<file path="config.mk">
export PLATFORM = sky130hd
export DESIGN_NAME = inst_fetch
export DESIGN_NICKNAME = d
export VERILOG_FILES = /design/src/rtl/inst_fetch.sv
export SDC_FILE = /design/constraint.sdc
export NUM_CORES = 1
export LEC_CHECK = 0
export BUFFER_PORTS_ARGS = -buffer_cell sky130_fd_sc_hd__buf_2
export CAP_MARGIN = 20
export CORE_MARGIN = 5
export CORE_UTILIZATION = 25
export DETAILED_ROUTE_END_ITERATION = 16
export GPL_TIMING_DRIVEN = 0
export PLACE_DENSITY = 0.44
export SYNTH_ARGS = -nofsm -noshare
export SYNTH_HDL_FRONTEND = slang
export SYNTH_SLANG_ARGS = --single-unit
</file>
<file path="constraint.sdc">
create_clock -name clk -period 5.72 [get_ports clk]
set_input_delay 0.858 -clock clk [delete_from_list [all_inputs] [get_ports clk]]
set_output_delay 0.858 -clock clk [all_outputs]
set_load 0.02 [all_outputs]
</file>
<file path="src/rtl/inst_fetch.sv">
// Instruction-fetch stage: owns the PC, drives a 1-cycle synchronous instruction
// memory and presents {IF_inst, IF_pc, IF_vld} to the IF/ID register.
module inst_fetch #(
  parameter logic [31:0] RESET_PC = 32'h0000_0000,
  parameter logic [31:0] INST_NOP = 32'h0000_0013
) (
  input  logic        clk,
  input  logic        rst,
  input  logic        stall,
  input  logic        ID_jmp_vld,
  input  logic [31:0] ID_pc,
  input  logic [31:0] ID_imm,
  input  logic        EX_br_vld,
  input  logic [31:0] EX_br_addr,
  output logic [31:0] imem_addr,
  output logic        imem_en,
  input  logic [31:0] imem_rdata,
  output logic [31:0] IF_inst,
  output logic [31:0] IF_pc,
  output logic        IF_vld
);

  logic [31:0] r_pc_f;
  logic [31:0] r_pc_d;
  logic        r_vld_d;
  logic [31:0] r_hold_inst;
  logic        r_hold_vld;

  logic        w_jal_take;
  logic [31:0] w_jal_target;

  // A JAL seen while stalled is dropped; ID re-asserts it once the stall clears.
  assign w_jal_take   = ID_jmp_vld & ~stall;
  assign w_jal_target = (ID_pc + ID_imm) & ~32'd3;

  assign imem_addr = {r_pc_f[31:2], 2'b00};
  assign imem_en   = ~rst & (~stall | EX_br_vld);

  assign IF_pc   = r_pc_d;
  assign IF_vld  = r_vld_d & ~EX_br_vld & ~w_jal_take;
  assign IF_inst = !r_vld_d   ? INST_NOP :
                   r_hold_vld ? r_hold_inst : imem_rdata;

  always_ff @(posedge clk) begin
    if (rst) begin
      r_pc_f      <= RESET_PC;
      r_pc_d      <= RESET_PC;
      r_vld_d     <= 1'b0;
      r_hold_vld  <= 1'b0;
      r_hold_inst <= INST_NOP;
    end else if (EX_br_vld) begin
      r_pc_f     <= EX_br_addr & ~32'd3;
      r_vld_d    <= 1'b0;
      r_hold_vld <= 1'b0;
    end else if (w_jal_take) begin
      r_pc_f     <= w_jal_target;
      r_vld_d    <= 1'b0;
      r_hold_vld <= 1'b0;
    end else if (stall) begin
      // Memory is not re-read during a stall, so capture the returning word once.
      if (!r_hold_vld) begin
        r_hold_inst <= imem_rdata;
        r_hold_vld  <= 1'b1;
      end
    end else begin
      r_pc_d     <= r_pc_f;
      r_vld_d    <= 1'b1;
      r_pc_f     <= r_pc_f + 32'd4;
      r_hold_vld <= 1'b0;
    end
  end

endmodule
</file>
==> flow_summary.yaml, run 1 <==
run_status:
  status: "finished clean"
timing:
  slew_violations: 0
  final_hold_viol_count: 0
  setup_viol: 0
  fin_skew_ns: 0.0124
  rsz0062_at_grt: "false"
  tns_ns: 0
  maxSlewHeadroom_pct: 50.7
  fmax_mhz: 311
  worst_pin_slew_ns: 0.739
  post-route-period-util_pct: 56.2
  post-route-min-period_ns: 3.22
setup_path:
  r2r_cells: 9
  path_max_fanout: 10
  setup.worst_path.end: "imem_en"
  crit_type: "in2out"
  r2r-end: "r_pc_f[28]"
  worstPathRequired_ns: 4.86
  regToRegSetupSlack_ns: 2.82
  critPathArrivalTime_ns: 2.36
  crit_start: "rst"
  r2r-start: "r_pc_f[3]"
  setup.worst_path.start_class: "input pin"
  worstSetupEndpointType: "output pin"
synthesis:
  synth_cell_type_count: 69
  yosysSeqAreaShare_pct: 30.2
  synth_top_area_share_pct: 30.2
  synthFlopType: "dfxtp_1"
  syn_area_um2: 6230
  synth_edf_count: 0
  synth_top_cell_by_area: "dfxtp_1"
  ys_ff_latch: 94
  avgSynthCellArea_um2: 8.11
  synth_area_leaders: "dfxtp_1 30%, a21oi_1 7.4%, mux2i_1 6.4%"
  async_flop_share_pct: 0
  syn_inst: 769
  yosys_warnings: 0
route:
  wl_per_cell_um: 17.4
  routed-via-count: 6352
  ant_nets: 0
  drt-pass1-iter-count: 5
  routed_via_density: 4.75
  wirelength_um: 23300
  drc: 0
  first_iter_violations: 279
global_route:
  grt_max_degree: 17
  grt_pass1_wl_um: 35700
  antenna_found_initial: 1
  grt_pass1_vias: 6297
  grt_overflow: 0
  grt_use_total_pct: 15.8
power:
  p_leak_nw: 3.51
  powerDensity_nw_per_um2: 228
  ir_drop_mv: 0.129
  total_power_mw: 1.84
finish:
  mostFrequentLayoutCells: "223 x buf_2, 99 x nand2_1, 94 x dfxtp_1"
  register_area_um2: 1880
  layout_commonest_cell: "buf_2"
  drive_gt1_share_pct: 27.0
  syn_to_final_growth_pct: 29.4
  fillers: 2667
  final_cells: 1336
  multiInputGateArea_um2: 4050
  final_nets: 1170
placed_design:
  dp_hpwl_um: 18700
  io_buffers: 223
  dp_cells: 1319
  place_congestion: 0.871
die:
  die_w_um: 168
  fp.dieArea_um2: 28200
  die_y_um: 168
  initial_core_util_pct: 25.5
  rows: 57
  core_area_um2: 24500
  pin_count: 231
cts:
  path_clk_slew_ns: 0.06
  cts_tree: "built"
  ctsLongestPathBuffers: 2
  cts.sinks: 94
  cts_root_buf: "clkbuf_16"
  postCtsHoldBufs: 0
  cts_setup_buffers: 0
  numCtsBuffers: 9
  insertion_delay_ns: 0.35
  htreeDepth: 3
  postCtsResizedCells: 0
job:
  max-cap-violations: 0
worst_hold_path:
  hold_class: "reg2reg"
[area by class of cell]
type | instances | share of cell area [%]
tap | 324 | 5.03
antenna | 1 | 0.0310
inverter | 13 | 0.605
timing repair buffer | 223 | 13.8
buffer | 49 | 3.27
clock buffer | 10 | 2.84
multi-input combinational | 616 | 50.2
clock inverter | 6 | 0.853
sequential | 94 | 23.3
[metal layers]
| layer | wire length, um | track usage, % |
|---|---|---|
| met1 | 10800 | 21.6 |
| met4 | 685 | 5.82 |
| met3 | 1540 | 3.14 |
| met5 | 0 | 0 |
| met2 | 10200 | 24.7 |
[flip-flops by register name, summed over array words and instances, names as in the netlist]
signal       cells
IF_pc           30
r_hold_inst     32
r_hold_vld       1
r_pc_f          30
r_vld_d          1
[where the power goes]
part           total (mW)  leakage, nW  internal, mW  switching, mW
Combinational       0.488         2.59         0.201          0.286
Sequential          0.729        0.769         0.687         0.0417
Clock               0.626        0.143         0.343          0.283
Total                1.84         3.51          1.23          0.611
[worst min path at each step]
stage              startpoint  slack (ns)  depth (start not counted)             end
2_1_floorplan  r_hold_inst[0]        0.44                          1  r_hold_inst[0]
5_1_grt             IF_pc[12]        0.47                          2       IF_pc[12]
3_5_place_dp         IF_pc[8]        0.44                          2        IF_pc[8]
3_3_place_gp         IF_pc[7]        0.44                          2        IF_pc[7]
4_1_cts             IF_pc[22]        0.45                          2       IF_pc[22]
6_report            IF_pc[18]        0.45                          2       IF_pc[18]
[cell families after synthesis]
kind of cell,after synthesis,share of synthesized area (%)
flip-flops,94,30.2
multiplexers,41,6.60
buffers and inverters,62,5.02
AND/OR/NAND/NOR,259,19.9
AO/OA/AOI/OAI,242,26.5
other,1,0.0602
XOR/XNOR,39,5.48
adder cells (fa/ha/maj),31,6.22
[cells in the mapped netlist, types with 3 or more instances]
| cell | n |
|---|---|
| nor3_1 | 6 |
| a21o_1 | 8 |
| xnor2_1 | 27 |
| o221ai_1 | 6 |
| o21ai_0 | 21 |
| ha_1 | 31 |
| a22o_1 | 30 |
| and3_1 | 10 |
| inv_1 | 13 |
| o22a_1 | 3 |
| nor2_1 | 58 |
| nor2b_1 | 32 |
| mux2i_1 | 40 |
| a21oi_2 | 3 |
| o21bai_1 | 12 |
| xor2_1 | 12 |
| buf_4 | 4 |
| a221oi_1 | 6 |
| a31oi_1 | 9 |
| o31ai_1 | 6 |
| dfxtp_1 | 94 |
| nand2_1 | 99 |
| a22oi_1 | 3 |
| a211oi_1 | 5 |
| o22ai_1 | 13 |
| a21oi_1 | 92 |
| nand4_1 | 10 |
| clkbuf_1 | 35 |
| buf_1 | 3 |
| nand3_1 | 25 |
| clkbuf_8 | 5 |
[stage by stage]
| step | hold slack [ns] | utilization [%] | worst slack, ns | instance area, um2 |
|---|---|---|---|---|
| after global routing | 0.472 | 33.0 | 2.40 | 8070 |
| final | 0.451 | 33.0 | 2.50 | 8070 |
| after CTS | 0.455 | 33.0 | 2.50 | 8060 |
| after floorplan | 0.436 | - | 2.85 | 6240 |
| after detailed placement | 0.444 | 31.7 | 2.42 | 7770 |
| after global placement | 0.441 | 31.7 | 2.41 | 7770 |
[worst max-delay path, stage by stage]
cell and delay [ns]:
buf_2 0.14, clkbuf_1 0.45, clkbuf_1 0.62, a21oi_1 0.08, buf_2 0.20
(Power assumes the default switching activity.)
==> run 2, diff against run 1 <==
Clock period 5.72 ns to 3 ns, I/O delays scaled along.
==> flow_summary.yaml, run 2 (same netlist as run 1, synthesis figures left out) <==
cts:
  insertion_delay_ns: 0.35
  cts.sinks: 94
  cts_setup_buffers: 0
  numCtsBuffers: 9
  path_clk_slew_ns: 0.08
  htreeDepth: 3
  cts_tree: "built"
  cts_root_buf: "clkbuf_16"
  ctsLongestPathBuffers: 2
power:
  ir_drop_mv: 0.246
  p_leak_nw: 3.51
  powerDensity_nw_per_um2: 435
die:
  pin_count: 231
  fp.dieArea_um2: 28200
  rows: 57
  die_w_um: 168
  core_area_um2: 24500
  initial_core_util_pct: 25.5
  die_y_um: 168
timing:
  fin_skew_ns: 0.0125
  final_hold_viol_count: 0
  maxSlewHeadroom_pct: 50.7
  post-route-min-period_ns: 2.83
  slew_violations: 0
  worst_pin_slew_ns: 0.739
  setup_viol: 0
  fmax_mhz: 353
  post-route-period-util_pct: 94.5
  setup_slack_ns: 0.165
  rsz0062_at_grt: "false"
  tns_ns: 0
finish:
  largest_register: "r_hold_inst"
  layout_commonest_cell: "buf_2"
  drive_gt1_share_pct: 27.1
  final_nets: 1170
  largest_reg_flops: 32
  syn_to_final_growth_pct: 29.4
  mostFrequentLayoutCells: "223 x buf_2, 99 x nand2_1, 94 x dfxtp_1"
route:
  first_iter_violations: 277
  routed_via_density: 4.75
  routed-via-count: 6343
  met1Wirelength_um: 10900
  wirelength_um: 23300
  wl_per_cell_um: 17.4
  drc: 0
  met3WireLength_um: 1460
  drt-pass1-iter-count: 4
  ant_nets: 0
  met2_wirelength_um: 10200
  top_layer: "met4"
setup_path:
  worst-path-buf-inv: 0
  worstSetupEndpointType: "register"
  path_max_fanout: 6
  crit_chain: "ha_1 -> nand4_1 -> nor4_4 -> nand3_1 -> nor2_2 -> nand3_1 -> xnor2_1 -> a221oi_1 -> o22ai_1"
  critPathArrivalTime_ns: 3.06
  crit_type: "reg2reg"
  setup.worst_path.start_class: "register"
  cp_num_cells: 9
  max_stage_delay_ns: 0.47
  crit_top_cell: "nand3_1"
  cpLargestDelayFamily: "simple AND/OR/NAND/NOR gates"
  r2r_cells: 9
  slowest_stage: "dfxtp_1"
  worstPathRequired_ns: 3.22
global_route:
  antenna_found_initial: 1
  grt_pass1_vias: 6297
  grt_pass1_wl_um: 35700
  grt_max_degree: 17
  grt_overflow: 0
  grt_use_total_pct: 15.8
worst_hold_path:
  holdPathStages: 3
  hold_class: "in2reg"
run_status:
  status: "finished clean"
placed_design:
  io_buffers: 223
  place_congestion: 0.871
  place_ws_ns: 0.105
  dp_hpwl_um: 18700
job:
  max-cap-violations: 0
run 2: cell counts in the layout (fill, tap and decap cells not counted):
Identical to the previous run, type by type.
run 2: metrics by stage:
stage                     instances  hold WS (ns)  power [mW]  area [um2]  utilization [%]
after floorplan                 772         0.436        2.00        6240                -
after global placement         1319         0.441        2.35        7770             31.7
after detailed placement       1319         0.444        2.35        7770             31.7
after CTS                      1335         0.309        3.56        8060             33.0
after global routing           1336         0.320        3.71        8070             33.0
final                          1336         0.326        3.51        8070             33.0
run 2: final cells by class:
type	instances	area, um2
Inverter	13	48.8
Timing Repair Buffer	223	1120
Fill cell	2670	16400
Tap cell	324	405
Clock inverter	6	68.8
Sequential cell	94	1880
Antenna cell	1	2.50
Multi-Input combinational cell	616	4050
Clock buffer	10	229
Buffer	49	264
run 2: worst paths after layout:
path	from	end	slack (ns)
max	r_pc_f[3]	r_pc_f[28]	0.17
min	EX_br_addr[5]	r_pc_f[5]	0.33
max reg2reg	r_pc_f[3]	r_pc_f[28]	0.17
min reg2reg	IF_pc[18]	IF_pc[18]	0.45
run 2: report_power, final:
group	switching [mW]	leakage, nW	internal [mW]
Sequential	0.0793	0.769	1.31
Combinational	0.547	2.59	0.384
Clock	0.537	0.143	0.654
run 2: layer usage:
metal / up-vias / global-route usage (%)
met5: - / 0
met4: 0 / 5.82
met3: 33 / 3.14
met2: 200 / 24.7
met1: 2853 / 21.6
li1: 3257 / -
run 2: repair_timing:
action	CTS	global route
hold buffers	0	0
resized for setup	0	1
endpoints found under the setup margin	0	1
run 2: worst register-to-register path, cell delays in order, from the launching register on:
cell and delay (ns):
dfxtp_1 0.47, ha_1 0.27, nand4_1 0.29, nor4_4 0.37, nand3_1 0.26, nor2_2 0.29, nand3_1 0.12, xnor2_1 0.14
a221oi_1 0.37, o22ai_1 0.12
